===== src/rtl/arb_mux_pkg.sv =====
`default_nettype none
// +----------------------------------------------------------------------+
// | Module   : arb_mux_pkg                                               |
// | Purpose  : Shared constants for the arbitrated channel multiplexer:   |
// |            operating-mode encodings and the legal CHANNELS range.    |
// | Ports    : none (package)                                            |
// | Revision : 1.0 - initial release                                     |
// +----------------------------------------------------------------------+
package arb_mux_pkg;

  localparam int MODE_FIXED   = 0;  // channel chosen directly by sel
  localparam int MODE_RR      = 1;  // round-robin among requesting channels

  localparam int CHANNELS_MIN = 2;
  localparam int CHANNELS_MAX = 16;

endpackage : arb_mux_pkg
`default_nettype wire


===== src/rtl/rr_pick.sv =====
`default_nettype none
// +----------------------------------------------------------------------+
// | Module   : rr_pick                                                   |
// | Purpose  : Combinational round-robin search. Finds the first set bit |
// |            of req starting at index ptr and scanning upward, with    |
// |            wrap from CHANNELS-1 back to 0.                           |
// | Ports    : req       [CHANNELS-1:0] in  - request vector             |
// |            ptr       [SEL_W-1:0]    in  - scan start (< CHANNELS)    |
// |            gnt_valid                out - some request found         |
// |            gnt_idx   [SEL_W-1:0]    out - index of chosen request    |
// | Revision : 1.0 - initial release                                     |
// +----------------------------------------------------------------------+
module rr_pick #(
  parameter int CHANNELS = 4,
  parameter int SEL_W    = $clog2(CHANNELS)
) (
  input  logic [CHANNELS-1:0] req,
  input  logic [SEL_W-1:0]    ptr,
  output logic                gnt_valid,
  output logic [SEL_W-1:0]    gnt_idx
);

  // One spare bit so ptr + offset cannot overflow before the wrap fix-up.
  logic [SEL_W:0] pos;

  // The loop walks offsets from farthest to nearest; the last hit written
  // therefore belongs to the requester closest to ptr in scan order.
  always_comb begin
    gnt_valid = 1'b0;
    gnt_idx   = '0;
    pos       = '0;
    for (int k = CHANNELS - 1; k >= 0; k--) begin
      pos = {1'b0, ptr} + (SEL_W + 1)'(k);
      if (pos >= (SEL_W + 1)'(CHANNELS)) begin
        pos = pos - (SEL_W + 1)'(CHANNELS);
      end
      if (req[pos[SEL_W-1:0]]) begin
        gnt_valid = 1'b1;
        gnt_idx   = pos[SEL_W-1:0];
      end
    end
  end

endmodule : rr_pick
`default_nettype wire


===== src/rtl/arb_mux_param.sv =====
`default_nettype none
// +----------------------------------------------------------------------+
// | Module   : arb_mux_param                                             |
// | Purpose  : N-to-1 channel multiplexer with a one-word registered     |
// |            output stage. Channel choice is either fixed (sel) or     |
// |            round-robin over the requesting channels.                 |
// | Ports    : clk, rst (async, active-high)                             |
// |            in_data  [CHANNELS*DATA_LENGTH-1:0] in  - flattened data  |
// |            in_valid [CHANNELS-1:0]             in  - requests        |
// |            in_ready [CHANNELS-1:0]             out - one-hot accept  |
// |            sel      [SEL_W-1:0]                in  - fixed-mode pick |
// |            out_data [DATA_LENGTH-1:0]          out - held word       |
// |            out_valid                           out - word pending    |
// |            out_ready                           in  - downstream take |
// |            out_chan [SEL_W-1:0]                out - source channel  |
// | Revision : 1.0 - initial release                                     |
// +----------------------------------------------------------------------+
module arb_mux_param
  import arb_mux_pkg::*;
#(
  parameter  int DATA_LENGTH = 32,
  parameter  int CHANNELS    = 4,
  parameter  int MODE        = MODE_RR,
  localparam int SEL_W       = $clog2(CHANNELS)
) (
  input  logic                            clk,
  input  logic                            rst,
  input  logic [CHANNELS*DATA_LENGTH-1:0] in_data,
  input  logic [CHANNELS-1:0]             in_valid,
  output logic [CHANNELS-1:0]             in_ready,
  input  logic [SEL_W-1:0]                sel,
  output logic [DATA_LENGTH-1:0]          out_data,
  output logic                            out_valid,
  input  logic                            out_ready,
  output logic [SEL_W-1:0]                out_chan
);

  // sel can address up to 2**SEL_W slots; decoding over that full span and
  // then keeping only the real channels makes an out-of-range sel grant
  // nothing without a separate range compare.
  localparam int SPAN = 1 << SEL_W;

  logic [DATA_LENGTH-1:0] chan_data [CHANNELS];

  logic                   out_valid_q, out_valid_d;
  logic [DATA_LENGTH-1:0] out_data_q,  out_data_d;
  logic [SEL_W-1:0]       out_chan_q,  out_chan_d;
  logic [SEL_W-1:0]       ptr_q,       ptr_d;

  logic                   can_load;
  logic                   rr_valid;
  logic [SEL_W-1:0]       rr_idx;
  logic                   grant_valid;
  logic [SEL_W-1:0]       grant_idx;
  logic [SPAN-1:0]        grant_onehot;
  logic                   in_xfer;

  for (genvar i = 0; i < CHANNELS; i++) begin : g_unpack
    assign chan_data[i] = in_data[i*DATA_LENGTH +: DATA_LENGTH];
  end

  rr_pick #(
    .CHANNELS (CHANNELS),
    .SEL_W    (SEL_W)
  ) u_rr_pick (
    .req       (in_valid),
    .ptr       (ptr_q),
    .gnt_valid (rr_valid),
    .gnt_idx   (rr_idx)
  );

  // Grant side. In fixed mode the grant does not wait for in_valid, so the
  // upstream may see in_ready before it raises its request.
  always_comb begin
    can_load = ~out_valid_q | out_ready;
    if (MODE == MODE_FIXED) begin
      grant_valid = 1'b1;
      grant_idx   = sel;
    end else begin
      grant_valid = rr_valid;
      grant_idx   = rr_idx;
    end
    grant_onehot = SPAN'(1) << grant_idx;
    in_ready     = '0;
    if (!rst && can_load && grant_valid) begin
      in_ready = grant_onehot[CHANNELS-1:0];
    end
    in_xfer = |(in_ready & in_valid);
  end

  // Output stage and round-robin pointer next state. A new load takes
  // priority over a drain, giving back-to-back words with no bubble.
  always_comb begin
    out_valid_d = out_valid_q;
    out_data_d  = out_data_q;
    out_chan_d  = out_chan_q;
    ptr_d       = ptr_q;
    if (in_xfer) begin
      out_valid_d = 1'b1;
      out_data_d  = chan_data[grant_idx];
      out_chan_d  = grant_idx;
      if (MODE == MODE_RR) begin
        ptr_d = (grant_idx == SEL_W'(CHANNELS - 1)) ? '0 : grant_idx + SEL_W'(1);
      end
    end else if (out_valid_q && out_ready) begin
      out_valid_d = 1'b0;
    end
  end

  always_ff @(posedge clk or posedge rst) begin
    if (rst) begin
      out_valid_q <= 1'b0;
      out_data_q  <= '0;
      out_chan_q  <= '0;
      ptr_q       <= '0;
    end else begin
      out_valid_q <= out_valid_d;
      out_data_q  <= out_data_d;
      out_chan_q  <= out_chan_d;
      ptr_q       <= ptr_d;
    end
  end

  assign out_valid = out_valid_q;
  assign out_data  = out_data_q;
  assign out_chan  = out_chan_q;

endmodule : arb_mux_param
`default_nettype wire


===== config.mk =====
export PLATFORM = sky130hd
export DESIGN_NAME = arb_mux_param
export DESIGN_NICKNAME = d
export VERILOG_FILES = /design/src/rtl/arb_mux_pkg.sv /design/src/rtl/rr_pick.sv /design/src/rtl/arb_mux_param.sv
export SDC_FILE = /design/constraint.sdc
export NUM_CORES = 1
export LEC_CHECK = 0
export CAP_MARGIN = 20
export CORE_MARGIN = 3
export CORE_UTILIZATION = 31
export CTS_CLUSTER_DIAMETER = 30
export DETAILED_ROUTE_END_ITERATION = 10
export PLACE_DENSITY = 0.74
export SLEW_MARGIN = 20
export SYNTH_ARGS = -nofsm -noshare
export SYNTH_HDL_FRONTEND = slang
export SYNTH_HIERARCHICAL = 1
export SYNTH_SLANG_ARGS = --single-unit

===== constraint.sdc =====
create_clock -name clk -period 3 [get_ports clk]
set_input_delay 0.45 -clock clk [delete_from_list [all_inputs] [get_ports clk]]
set_output_delay 0.45 -clock clk [all_outputs]
set_load 0.02 [all_outputs]

==> qor.txt <==
first-iteration detailed-routing DRC count -> 26
vias in the first global route -> 2197
synthesized flop and latch total -> 37
sequential share of the synthesized area -> 39.28%
R2R setup slack -> 450 ps
first-pass GRT wire length -> 10520 um
num ports -> 176
Worst R2R End -> out_data[6]
Cell variety after synth -> 25
detailed placement HPWL -> 5657 um
ys async rst share -> 100.0%
top-count cell post-synth -> dfrtp_1
CP Buf/Inv Count -> 3
Worst-path clk slew -> 70 ps
final worst slack -> 143.5 ps
largest net degree at the start of global routing -> 23
dpl ws -> -80.72 ps
DR WL met2 -> 3825 um
layout cell share with drive strength beyond 1 -> 27.27%
crit-path cells -> clkdlybuf4s50_1 -> nor3b_1 -> a211oi_1 -> buf_4 -> nor2_4 -> ha_1 -> and2_1 -> clkdlybuf4s50_1
Max Fanout on Critical Path -> 5
Crit path largest cell delay -> 590 ps
WHS Endpoint -> out_chan[1]
H-Tree Depth -> 2
Net Count, Synth -> 289
Syn. warnings -> 6
Max Buffers Root-to-Sink -> 2
DIE HEIGHT -> 93.20 um
worst hold path type -> reg2reg
P_leak -> 0.001703 uW
Root Driver -> clkbuf_8
Antenna Cells -> 0
pwr/cell area -> 779.9 mW/mm2
internal power -> 2202 uW
critical path's slowest cell -> clkdlybuf4s50_1
Max Slew Vio Count -> 0
Startpoint Class -> primary input
Area Overhead vs Synth -> 84.98%
I/O Buffers -> 173
Final setup viols -> 0
GPL Wtd Cong -> 0.7593
Reg2Reg Launch Point -> ptr_q[0]
post-place instance area -> 0.004242 mm2
later-pin clock latency in the skew report -> 280 ps
Clk pwr share -> 10.9%
outcome -> complete, no violations
Setup Skew -> 3.724 ps
crit-path leading delay family -> buffers and inverters
Hold Startpoint -> out_chan[1]
Mean Syn Cell Area -> 15.93 um2
post-route cell area -> 0.004360 mm2
switching share of power -> 35.24%
fmax -> 350.1 MHz
hold buffer count at CTS -> 0
Comb pwr share -> 62.9%
Worst path most repeated cell -> clkdlybuf4s50_1
DRT met1 WL -> 2302 um
drt wl/cell -> 15.56 um
worst-margin pin slew -> 773.2 ps
Initial Utilization -> 32.16%
CTS sink count -> 37
grt ovf -> 0
via count -> 2054
FP Rows -> 31
Slew HR -> 48.13%
Post-Synthesis Cell Area -> 0.002357 mm2
R2R cell count -> 10
Setup CP Type -> in2out
Die X -> 93.20 um
die area -> 0.008686 mm2
crit end category -> output port
EDFF count, synth -> 0
commonest register cell after synthesis -> dfrtp_1
Synth area leaders -> dfrtp_1, mux4_2, mux2_2, ha_1, mux2_1
Final Cycle Share -> 95.22%
final WL -> 6674 um
synth cell count leaders -> dfrtp_1, mux2_2, mux4_2, nor2_1
TritonCTS buffer count -> 5
maximum vdd ir drop -> 0.0003211 V
top sig layer -> met4
fin crit period -> 2857 ps
fin nets -> 470
Psw -> 1198 uW
metal3 WL -> 505 um
Fin Setup TNS -> 0 ps
Mapped Cells -> 148
max-cap violations -> 0
CTS tree -> yes
Seq pwr share -> 26.3%
first drt pass iteration count -> 4
Hold Path Stages -> 1
Yosys top cell by area -> dfrtp_1
Synth top area share -> 39.28%
Crit path required time -> 2550 ps
Post-DRT Antenna Nets -> 0
DR DRC count -> 0
initial antenna violation count -> 0
critical path arrival -> 2410 ps
Hold Vio Cnt, Final -> 0
RSZ-0062 raised after global routing -> false
via density per instance -> 4.788
Core Footprint -> 0.007331 mm2
GRT Total Usage -> 15.58%
## per-layer routing
layer  GRT usage [%]  up-vias
met1           16.49     1015
li1                -      947
met2           30.35       88
met4           2.930        0
met3           4.666        4
met5               0        -
## what timing repair did
item / CTS / global route
resized for setup: 0 / 3
setup endpoints to repair: 0 / 4
setup buffers: 0 / 1
## power by group through the flow
stage / Clock [uW] / Combinational (uW) / Sequential, uW
after floorplan: 0 / 967 / 1190
after global placement: 0 / 2140 / 891
after detailed placement: 0 / 2170 / 906
after CTS: 390 / 2170 / 897
after global routing: 409 / 2280 / 932
final: 370 / 2140 / 893
## state kept, by name (all words and copies together), names as in the netlist
| signal | flops |
|---|---|
| out_data | 32 |
| out_chan | 2 |
| ptr_q | 2 |
| out_valid | 1 |
## cells in the final DEF (no fill, tap or decap), types with 2 or more instances in the layout
master	n
dfrtp_1	37
dlymetal6s2s_1	2
nand2b_1	2
buf_4	12
mux2_1	4
clkbuf_8	7
and2_1	4
clkdlybuf4s50_1	171
nor2_1	4
mux2_2	32
ha_1	4
mux4_2	32
nand2_1	2
inv_1	3
## how the worst max path moves through the flow
stage                      startpoint      endpoint  slack [ps]  cells past startpoint
after floorplan           in_valid[3]   out_data[0]          50                     11
after global placement    in_valid[3]   out_data[8]          -4                     11
after detailed placement  in_valid[3]  out_data[29]         -80                     11
after CTS                 in_valid[3]   in_ready[0]          40                      9
after global routing      in_valid[2]   in_ready[2]          50                      8
final                     in_valid[1]   in_ready[3]         140                      8
## stage by stage
step,instances,utilization [%],hold slack [ps],total power [uW]
2_1_floorplan,148,-,518.2,2162
3_3_place_gp,420,57.86,469.4,3035
3_5_place_dp,420,57.86,476.7,3072
4_1_cts,428,59.24,493.0,3458
5_1_grt,429,59.48,512.9,3619
6_report,429,59.48,489.5,3401
## area by class of cell
type	instances	area, um2
Clock buffer	7	96.34
Sequential cell	37	925.9
Clock inverter	1	5.005
Multi-Input combinational cell	96	1368
Fill cell	600	2970
Inverter	4	15.01
Tap cell	99	123.9
Timing Repair Buffer	185	1827
## cell families (layout without fill, tap and decap cells)
group           count (synthesis)  in the layout  share of synthesized area, %
buf+inv                        15            197                         3.556
fa+ha+maj                       4              4                         2.123
mux                            69             69                         48.20
simple gates                   17             17                         3.769
compound gates                  6              6                         3.079
flops                          37             37                         39.28
(Power assumes the default switching activity.)
